File: config.mk
export PLATFORM = sky130hd
export DESIGN_NAME = addr_gen_unit
export DESIGN_NICKNAME = d
export VERILOG_FILES = /design/src/rtl/addr_gen_unit.sv
export SDC_FILE = /design/constraint.sdc
export NUM_CORES = 1
export LEC_CHECK = 0
export BUFFER_PORTS_ARGS = -buffer_cell sky130_fd_sc_hd__buf_2
export CAP_MARGIN = 10
export CORE_MARGIN = 8
export CORE_UTILIZATION = 48
export DETAILED_ROUTE_END_ITERATION = 8
export GPL_TIMING_DRIVEN = 0
export PLACE_DENSITY = 0.7
export SETUP_SLACK_MARGIN = 0.5
export SLEW_MARGIN = 20
export SYNTH_ARGS = -nofsm -noshare
export SYNTH_HDL_FRONTEND = slang
export SYNTH_SLANG_ARGS = --single-unit
File: constraint.sdc
create_clock -name clk -period 8.1 [get_ports clk]
set_input_delay 2.43 -clock clk [delete_from_list [all_inputs] [get_ports clk]]
set_output_delay 2.43 -clock clk [all_outputs]
set_load 0.01 [all_outputs]
File: src/rtl/addr_gen_unit.sv
// Address generation unit: computes base+offset with a misalignment flag and
// queues the results in a small FIFO whose head is presented on registered outputs.
module addr_gen_unit #(
  parameter int unsigned XLEN  = 32,
  parameter int unsigned ROB_W = 3,
  parameter int unsigned OP_W  = 5,
  parameter int unsigned DEPTH = 4,
  parameter logic [OP_W-1:0] NOP = '1
) (
  input  logic             clk,
  input  logic             rst,
  input  logic             pause,
  input  logic             flush,
  input  logic             in_valid,
  output logic             in_ready,
  input  logic [XLEN-1:0]  base,
  input  logic [XLEN-1:0]  offset,
  input  logic [OP_W-1:0]  in_op,
  input  logic [ROB_W-1:0] in_rob,
  input  logic [XLEN-1:0]  in_data,
  output logic             out_valid,
  input  logic             out_ready,
  output logic [XLEN-1:0]  out_addr,
  output logic [OP_W-1:0]  out_op,
  output logic [ROB_W-1:0] out_rob,
  output logic [XLEN-1:0]  out_data,
  output logic             out_misalign,
  output logic [$clog2(DEPTH):0] count
);

  localparam int unsigned PW = $clog2(DEPTH);
  localparam int unsigned CW = PW + 1;

  logic [XLEN-1:0]  addr_mem [DEPTH];
  logic [OP_W-1:0]  op_mem   [DEPTH];
  logic [ROB_W-1:0] rob_mem  [DEPTH];
  logic [XLEN-1:0]  data_mem [DEPTH];
  logic             mis_mem  [DEPTH];

  logic [PW-1:0]    wr_ptr, rd_ptr, rd_next;
  logic [CW-1:0]    cnt_next;
  logic [XLEN-1:0]  sum;
  logic             mis;
  logic             push, pop, from_in;

  logic             h_valid;
  logic [XLEN-1:0]  h_addr;
  logic [OP_W-1:0]  h_op;
  logic [ROB_W-1:0] h_rob;
  logic [XLEN-1:0]  h_data;
  logic             h_mis;

  // Effective address and size-based alignment check
  always_comb begin
    sum = base + offset;
    mis = 1'b0;
    case (in_op[1:0])
      2'b00:   mis = 1'b0;
      2'b01:   mis = sum[0];
      2'b10:   mis = |sum[1:0];
      default: mis = 1'b1;
    endcase
  end

  always_comb begin
    push     = in_valid && in_ready && !pause && !flush && rst;
    pop      = out_valid && out_ready && !pause && !flush;
    cnt_next = count + CW'(push) - CW'(pop);
    rd_next  = rd_ptr + PW'(pop);
  end

  // Next head: bypass the incoming request when it becomes the only entry
  always_comb begin
    from_in = (count == '0) || ((count == CW'(1)) && pop);
    h_valid = (cnt_next != '0);
    h_addr  = '0;
    h_op    = NOP;
    h_rob   = '0;
    h_data  = '0;
    h_mis   = 1'b0;
    if (h_valid) begin
      if (from_in) begin
        h_addr = sum;
        h_op   = in_op;
        h_rob  = in_rob;
        h_data = in_data;
        h_mis  = mis;
      end else begin
        h_addr = addr_mem[rd_next];
        h_op   = op_mem[rd_next];
        h_rob  = rob_mem[rd_next];
        h_data = data_mem[rd_next];
        h_mis  = mis_mem[rd_next];
      end
    end
  end

  always_ff @(posedge clk) begin
    if (push) begin
      addr_mem[wr_ptr] <= sum;
      op_mem[wr_ptr]   <= in_op;
      rob_mem[wr_ptr]  <= in_rob;
      data_mem[wr_ptr] <= in_data;
      mis_mem[wr_ptr]  <= mis;
    end
  end

  // Queue control and registered head presentation; pause outranks flush
  always_ff @(posedge clk) begin
    if (!rst || (!pause && flush)) begin
      wr_ptr       <= '0;
      rd_ptr       <= '0;
      count        <= '0;
      in_ready     <= 1'b1;
      out_valid    <= 1'b0;
      out_addr     <= '0;
      out_op       <= NOP;
      out_rob      <= '0;
      out_data     <= '0;
      out_misalign <= 1'b0;
    end else if (!pause) begin
      wr_ptr       <= wr_ptr + PW'(push);
      rd_ptr       <= rd_next;
      count        <= cnt_next;
      in_ready     <= (cnt_next < CW'(DEPTH));
      out_valid    <= h_valid;
      out_addr     <= h_addr;
      out_op       <= h_op;
      out_rob      <= h_rob;
      out_data     <= h_data;
      out_misalign <= h_mis;
    end
  end

endmodule

# Word level (Yosys, flattened, before mapping)
# Memory sizes are Yosys's and may differ from the RTL's.
# Cells that the tools add are included.
[word_totals]
word_cells = 55
n_memories = 5
in_bits = 110
regBits = 82
mem_bits_rw = 292
latch_bits = 0
rom_bits = 0
[mem_list]
columns = ["name", "words", "width", "read_ports", "rd_ports_with_merged_regs", "wr", "line", "rtl"]
rows = [
  ["addr_mem", 4, 32, 1, 0, 1, "34", "logic [XLEN-1:0] addr_mem [DEPTH];"],
  ["data_mem", 4, 32, 1, 0, 1, "37", "logic [XLEN-1:0] data_mem [DEPTH];"],
  ["op_mem", 4, 5, 1, 0, 1, "35", "logic [OP_W-1:0] op_mem [DEPTH];"],
  ["rob_mem", 4, 3, 1, 0, 1, "36", "logic [ROB_W-1:0] rob_mem [DEPTH];"],
  ["mis_mem", 4, 1, 1, 0, 1, "38", "logic mis_mem [DEPTH];"],
]
[classes]
shifts = 0
div_mod_pow = 0
reduce_logical = 18
add_sub_neg = 5
n_mul = 0
muxes = 13
n_bitwise = 0
n_lt_le_gt_ge = 1
eq_ne = 3
[op_table]
columns = ["cell", "n"]
rows = [
  ["$mux 32", 4],
  ["$add 32x32->32", 1],
  ["$mux 5", 2],
  ["$logic_and 1x1->1", 9],
  ["$mux 3", 2],
  ["$add 2x1->2", 2],
  ["$mux 1", 4],
  ["$add 3x1->3", 1],
  ["$eq 3x1->1 const B", 1],
  ["$logic_not 1->1", 3],
  ["$logic_not 3->1", 1],
  ["$lt 3x3->1 const B", 1],
  ["$pmux 1 s3", 1],
  ["$reduce_bool 3->1", 1],
  ["$sub 3x1->3", 1],
  ["$eq 2x1->1 const B", 1],
  ["$eq 2x2->1 const B", 1],
  ["$logic_not 2->1", 1],
  ["$logic_or 1x1->1", 2],
  ["$reduce_or 2->1", 1],
]

# Logic depth before layout (Yosys ltp)
# Gate-level depths: netlist (run 1).
[depth]
depth_word = 8
ltp_mapped = 16
ltp_nobuf = 15

# Least setup slack after synthesis (run 1)
# No wires, ideal clock.
[synth_path]
path_kind = "input port to flip-flop"
start = "input pause"
end = "memory addr_mem[0][0] (enable)"
stages = 3
setup_slack_ns = -0.167
arrival_time_ns = 7.673
required_ns = 7.506
setup_ns = 0.594
n_path_buf = 0
cell_sequence = "nor2_1 nand4_1 nor3_1"
[synth_via]
elab_chain_cells = 6
[synth_lines]
columns = ["element", "line", "rtl"]
rows = [
  ["start: declaration", "12", "input logic pause,"],
  ["$logic_not 1->1", "n/a", ""],
  ["$logic_and 1x1->1 (3 in a row)", "66", "push = in_valid && in_ready && !pause && !flush && rst;"],
  ["$mux 1", "99", "if (push) begin"],
  ["$mux 1 (not written as such)", "100", "addr_mem[wr_ptr] <= sum;"],
  ["end: declaration", "34", ""],
]
# No other way between the ends.

# Worst setup path after layout (run 1)
[layout_path]
start = "input pause"
end = "register out_addr[10]"
[layout_via]
elab_chain_cells = 8
elab_cells_between_ends = 17
classes_between = "add/sub (3); mux (2); reduce/logical (11); memory (1)"
[layout_lines]
columns = ["element", "line", "rtl"]
rows = [
  ["$logic_not 1->1", "n/a", ""],
  ["$logic_and 1x1->1 (3 in a row)", "66", ""],
  ["$add 3x1->3", "68", "cnt_next = count + CW'(push) - CW'(pop);"],
  ["$sub 3x1->3", "68", ""],
  ["$reduce_bool 3->1", "75", "h_valid = (cnt_next != '0);"],
  ["$mux 32", "81", "if (h_valid) begin"],
  ["end signal: assignment", "127", "out_addr <= h_addr;"],
  ["end: declaration", "23", "output logic [XLEN-1:0] out_addr,"],
]
# Parallel ways exist; a longest one is shown, timed or not.
# A chain may end at the register's enable or synchronous reset.

==> results of run 1 <==
-- metrics by stage --
step | std cells | TNS (ns)
global placement | 1723 | -203.57
detailed placement | 1738 | 0
floorplan | 1094 | 0
CTS | 1807 | 0
global route | 1808 | 0
finish | 1810 | 0
-- kinds of logic after synthesis --
family | Yosys count
buf+inv | 72
xor+xnor | 35
compound gates | 215
fa+ha+maj | 37
mux | 88
simple gates | 273
flops | 374
-- worst min-delay path: stages (launching register included) --
cell and delay (ns):
dfxtp_1 0.31, nand2_1 0.05, o21ai_1 0.05
-- per-layer routing --
metal | up-vias | wire [um] | track usage
li1 | 4652 | - | -
met1 | 4970 | 16500 | 0.265
met2 | 418 | 19000 | 0.330
met3 | 89 | 3080 | 0.0414
met4 | 4 | 1190 | 0.0691
met5 | - | 24 | 0
-- cells in the mapped netlist, types with 10 or more instances --
| cell type | n |
|---|---|
| xnor2_1 | 18 |
| nand3_1 | 13 |
| clkbuf_1 | 41 |
| nand2_1 | 160 |
| nor2_1 | 67 |
| edfxtp_1 | 292 |
| xor2_1 | 17 |
| a21o_1 | 14 |
| a22o_1 | 10 |
| o21ai_1 | 17 |
| mux4_2 | 73 |
| dfxtp_1 | 82 |
| inv_1 | 16 |
| a21oi_1 | 107 |
| o21ai_0 | 14 |
| mux2i_1 | 13 |
| ha_1 | 35 |
| buf_1 | 10 |
-- final cells by class --
cell class / instances / area [sq um] / area share
Timing Repair Buffer: 202 / 1250 / 0.0662
Antenna cell: 3 / 7.51 / 0.000396
Clock buffer: 51 / 1040 / 0.0549
Buffer: 55 / 220 / 0.0116
Clock inverter: 18 / 246 / 0.0130
Multi-Input combinational cell: 648 / 5160 / 0.272
Sequential cell: 374 / 10400 / 0.549
Inverter: 17 / 63.8 / 0.00337
Tap cell: 442 / 553 / 0.0292
-- how the worst max path moves through the flow --
stage                                 to  startpoint  slack [ns]
6_report       out_addr[10]$_SDFFE_PP0N_       pause        2.23
5_1_grt        out_addr[11]$_SDFFE_PP0N_       pause        2.05
4_1_cts        out_addr[10]$_SDFFE_PP0N_       pause        2.27
3_5_place_dp   out_addr[29]$_SDFFE_PP0N_       pause        1.74
3_3_place_gp   addr_mem[2][20]$_DFFE_PP_       pause       -1.18
2_1_floorplan   addr_mem[2][0]$_DFFE_PP_       pause        1.64
-- power by group through the flow --
| stage | sequential (mW) | clock, mW | combinational [mW] |
|---|---|---|---|
| final | 2.12 | 1.81 | 0.335 |
| after global routing | 2.12 | 1.91 | 0.370 |
| after CTS | 2.12 | 1.84 | 0.335 |
| after detailed placement | 2.16 | 0 | 0.332 |
| after global placement | 2.16 | 0 | 0.318 |
| after floorplan | 2.16 | 0 | 0.205 |
-- state kept, by name, summed over array words and instances (netlist names) --
name / cells
in_ready: 1
rob_mem: 12
mis_mem: 4
rd_ptr: 2
addr_mem: 128
wr_ptr: 2
out_valid: 1
out_misalign: 1
out_rob: 3
count: 3
out_addr: 32
op_mem: 20
out_data: 32
data_mem: 128
out_op: 5
-- layout by cell type, fill, tap and decap left out, drive strengths merged, types with 6 or more instances in the layout --
| master | instances |
|---|---|
| nand4 | 7 |
| a22o | 10 |
| xnor2 | 18 |
| nand3 | 13 |
| bufinv | 6 |
| buf | 215 |
| and3 | 7 |
| clkbuf | 93 |
| inv | 18 |
| a31oi | 6 |
| nor2 | 67 |
| a21o | 14 |
| nand2 | 160 |
| edfxtp | 292 |
| a21oi | 112 |
| xor2 | 17 |
| mux2i | 13 |
| clkinv | 10 |
| mux4 | 73 |
| o21ai | 32 |
| ha | 35 |
| dfxtp | 82 |
==> flow_summary.ini, run 1 <==
[run_status]
outcome = complete, no violations

[pwr]
p_clk_frac = 0.425
ir_worst_vdd_mv = 0.153
power.total_mw = 4.27
p_sw_frac = 0.220
pwr_density_cell_nw_per_um2 = 225
p_seq_frac = 0.497
p_switching_mw = 0.940
p_leak_nw = 6.90
comb_power_share = 0.078
p_int_mw = 3.33

[finish]
drive_gt1_frac = 0.262
final_core_util = 0.584
area_delta_synth_final_pct = 20.0
fill_cells = 2526
layout.nets = 1484
final_area_sq_um = 19000

[global_route]
grt_pass1_vias = 10500
overflow = 0
grt_util_all_layers = 0.201
antenna_found_initial = 3
grt_pass1_wl_um = 60600
grt_max_degree = 43

[hold_path]
hold_class = reg -> reg
holdPathStages = 2
min-delay-start = out_addr[20]$_SDFFE_PP0N_
hold_end = out_addr[20]$_SDFFE_PP0N_

[routing]
antenna_left = 0
drtIter0Drc = 834
wirelength_um = 39800
drtPass1Iterations = 5
route.detailed.drc = 0
vias_per_cell = 5.60
vias = 10100
wl_per_cell_um = 22.0

[sta]
rsz0062_at_grt = no
max_freq_ghz = 0.170
hold_viol_final = 0
skew_ns = 0.0215
worst_slack_ns = 2.23
hold-worst-slack_ns = 0.447
setup_viol = 0
relSlewSlack = 0.332
slew_viol_final = 0
fin_crit_ns = 5.87
worst_slew_pin_slew_ns = 1.00
min_period_over_period = 0.724

[worst_setup_path]
crit_arrival_ns = 6.32
r2r-start = in_ready$_SDFFE_PP1N_
cp.required_ns = 8.55
reg2regPathDepth = 13
critPathLaunchType = input pin
critPathMaxFanout = 10
end_kind = register
r2r-end = out_addr[10]$_SDFFE_PP0N_
slowest_stage = nor2_1
cp_num_buf_inv = 5
path_class = in -> reg
reg2reg_slack_ns = 4.03
worst-path-stages = 15
cpPeakStageDelay_ns = 0.65
path_delay_family = buffers and inverters
crit_path_cell_trace = buf_2, nor2_1, nand4_1, ha_1, inv_1, ha_1, inv_1, fa_1, xor2_1, xnor2_1, a31o_1, clkbuf_1, nor2_1, buf_1, a22o_1

[place]
globalplace.congestion = 0.898
io_buffer_count = 187
hpwl_um = 27500
place_area_sq_um = 17700
dp_slack_ns = 1.74

[floorplanning]
ioPinCount = 188
rows = 66
initial_core_util = 0.487
chipHeight_um = 197
core_sq_um = 32500
dieArea_sq_um = 39000
die_w_um = 197

[synth]
synthTopCellsByArea = edfxtp_1, mux4_2, dfxtp_1
synth_top_area_cell = edfxtp_1
yosys_register_bits = 374
yosysSeqAreaShare = 0.659
synth_top_area_share = 0.555
synth_xor_area_frac = 0.0194
synthesis.nets = 1241
async_flop_share = 0
synth-compound-area-share = 0.0885
synth.avg_cell_area_sq_um = 14.4
synth_top_family_by_area = multiplexers
synth-edff-count = 292
syn_area_sq_um = 15800
synthFlopType = edfxtp_1
synthAdderAreaFrac = 0.0302
yosys.area_share.simple = 0.0717
synth.area.mux_share = 0.114
yosys_warnings = 0
syn_inst = 1094
synth_cell_types = 65

[cts]
cts.htree.levels = 2
cts_setup_buffers = 0
cts_root_buf = clkbuf_16
cts-resized-gates = 0
clock_latency_ns = 0.53
cts_sinks = 374
cts.path.max_buffers = 3
cts.clk_slew.worst_paths_ns = 0.06
cts_buffers = 39
ctsHoldBuffers = 0
cts_tree = yes

[run]
maxCapViolations = 0
Power figures use the tool's default switching activity.
==> run 2: changes to the inputs <==
==> constraint.sdc (replaced) <==
create_clock -name clk -period 5.25 [get_ports clk]
set_input_delay 1.575 -clock clk [delete_from_list [all_inputs] [get_ports clk]]
set_output_delay 1.575 -clock clk [all_outputs]
set_load 0.01 [all_outputs]
==> run 2 against run 1 <==
  * First-iteration DRC count down 7.9%
  * Power grew 52%
  * Global-route usage is 0.76 points lower
  * Non-clock buffer count is the same
  * Largest cell class unchanged
  * Final cell count unchanged
  * Cell area fell by 0.12%
  * Clock-buffer cell count down 2
  * Highest routed layer unchanged
  * Sequential share of layout area grew 0.065 points
  * Critical path depth shrank 5
  * Flip-flop and latch count stayed put
==> flow_summary.ini, run 2 (same netlist as run 1, synthesis figures left out) <==
[hold_path]
holdPathStages = 2
min-delay-start = out_addr[20]$_SDFFE_PP0N_
hold_class = reg -> reg
hold_end = out_addr[20]$_SDFFE_PP0N_

[finish]
drive_gt1_frac = 0.274
reg.largest.list = addr_mem (128), data_mem (128)
area_delta_synth_final_pct = 19.8
mostFrequentLayoutCells = edfxtp_1, buf_2, nand2_1
fill_cells = 2568
stdcell_count = 1810
final_core_util = 0.584
final_area_sq_um = 18900
final_common_cell = edfxtp_1
layout.nets = 1483

[worst_setup_path]
cp-startpoint = pause
cpPeakStageDelay_ns = 0.83
reg2reg_slack_ns = 1.78
crit_arrival_ns = 4.98
critPathLaunchType = input pin
r2r-end = out_addr[15]$_SDFFE_PP0N_
crit_path_cell_trace = buf_2, nor2_1, nand3_1, inv_1, ha_1, xor2_1, clkbuf_1, mux4_2, mux2_1, a22o_1
slowest_stage = xor2_1
end_kind = register
critPathMaxFanout = 10
cp.required_ns = 5.67
path_delay_family = buffers and inverters
reg2regPathDepth = 8
cp_num_buf_inv = 3
path_class = in -> reg
r2r-start = out_valid$_SDFFE_PP0N_

[run]
maxCapViolations = 0

[cts]
cts.clk_slew.worst_paths_ns = 0.06
cts_sinks = 374
cts_setup_buffers = 0
clock_latency_ns = 0.52
cts_buffers = 38
cts.htree.levels = 2
cts.path.max_buffers = 3
cts_tree = yes
cts_root_buf = clkbuf_16

[routing]
vias_per_cell = 5.56
drtPass1Iterations = 7
wirelength_um = 38000
wl_per_cell_um = 21.0
route.detailed.drc = 0
antenna_left = 0
drtIter0Drc = 768
vias = 10100

[pwr]
p_leak_nw = 6.91
comb_power_share = 0.079
p_switching_mw = 1.45
p_int_mw = 5.06
power.total_mw = 6.51
ir_worst_vdd_mv = 0.213
pwr_density_cell_nw_per_um2 = 344
p_seq_frac = 0.503
p_sw_frac = 0.222
p_clk_frac = 0.418

[sta]
slew_viol_final = 0
min_period_over_period = 0.869
skew_ns = 0.0119
setup_viol = 0
relSlewSlack = 0.292
max_freq_ghz = 0.219
rsz0062_at_grt = no
worst_slew_pin_slew_ns = 1.06
hold-worst-slack_ns = 0.451
hold_viol_final = 0
fin_crit_ns = 4.56

[floorplanning]
core_sq_um = 32500
die_w_um = 197
initial_core_util = 0.487
ioPinCount = 188
chipHeight_um = 197
rows = 66
dieArea_sq_um = 39000

[place]
place_inst = 1738
globalplace.congestion = 0.901
place_area_sq_um = 17600
io_buffer_count = 187
hpwl_um = 26900

[global_route]
grt_pass1_vias = 10400
grt_max_degree = 39
overflow = 0
antenna_found_initial = 2
grt_pass1_wl_um = 58700
grt_util_all_layers = 0.194

[run_status]
outcome = complete, no violations
run 2: cell types whose count changed in the layout (fill, tap and decap cells not counted), sizes merged:
cell,previous run,this run
clkbuf,93,91
bufinv,6,3
clkinvlp,1,3
clkinv,10,14
diode,3,2
run 2: what timing repair did:
action / 4_1_cts / 5_1_grt
pin swaps: 0 / 0
setup endpoints to repair: 25 / 56
gates resized for setup: 5 / 11
hold buffers: 0 / 0
run 2: metrics by stage:
| step | setup slack, ns | setup TNS (ns) |
|---|---|---|
| detailed placement | -0.263 | -4.33 |
| CTS | 0.456 | 0 |
| global placement | -2.49 | -358.95 |
| global route | 0.488 | 0 |
| finish | 0.687 | 0 |
| floorplan | 0.0641 | 0 |
run 2: power groups by stage:
| stage | logic, mW | registers, mW | clock network [mW] |
|---|---|---|---|
| after floorplan | 0.316 | 3.34 | 0 |
| after CTS | 0.516 | 3.27 | 2.76 |
| after detailed placement | 0.511 | 3.34 | 0 |
| after global routing | 0.573 | 3.27 | 2.87 |
| after global placement | 0.494 | 3.34 | 0 |
| final | 0.517 | 3.27 | 2.72 |
run 2: worst reg2reg max path, delay by kind of cell, from the launching register on:
kind            cells  cell delay [ns]
simple gates        1             0.16
flops               1             0.35
compound gates      1             0.22
xor+xnor            1             0.83
fa+ha+maj           1             0.18
mux                 2             0.78
buf+inv             2             0.85
run 2: cell type report:
type	count	area (sq um)	area share
antenna	2	5.00	0.000264
buffer	55	228	0.0120
clock buffer	49	1090	0.0573
clock inverter	21	191	0.0101
inverter	17	63.8	0.00337
multi-input combinational	648	5180	0.274
sequential	374	10400	0.550
tap	442	553	0.0292
timing repair buffer	202	1220	0.0643
run 2: worst max-delay path by stage:
stage,to,depth (start not counted)
global route,out_data[28]$_SDFFE_PP0N_,16
detailed placement,out_addr[23]$_SDFFE_PP0N_,15
finish,out_addr[15]$_SDFFE_PP0N_,10
global placement,addr_mem[0][20]$_DFFE_PP_,4
floorplan,addr_mem[0][0]$_DFFE_PP_,3
CTS,out_data[7]$_SDFFE_PP0N_,16
run 2: routing by layer:
metal / GRT usage / up-vias / routed length (um)
met4: 0.0468 / 4 / 654
met1: 0.256 / 4966 / 15700
met3: 0.0404 / 48 / 3320
met2: 0.326 / 381 / 18300
li1: - / 4660 / -
met5: 0 / - / 23
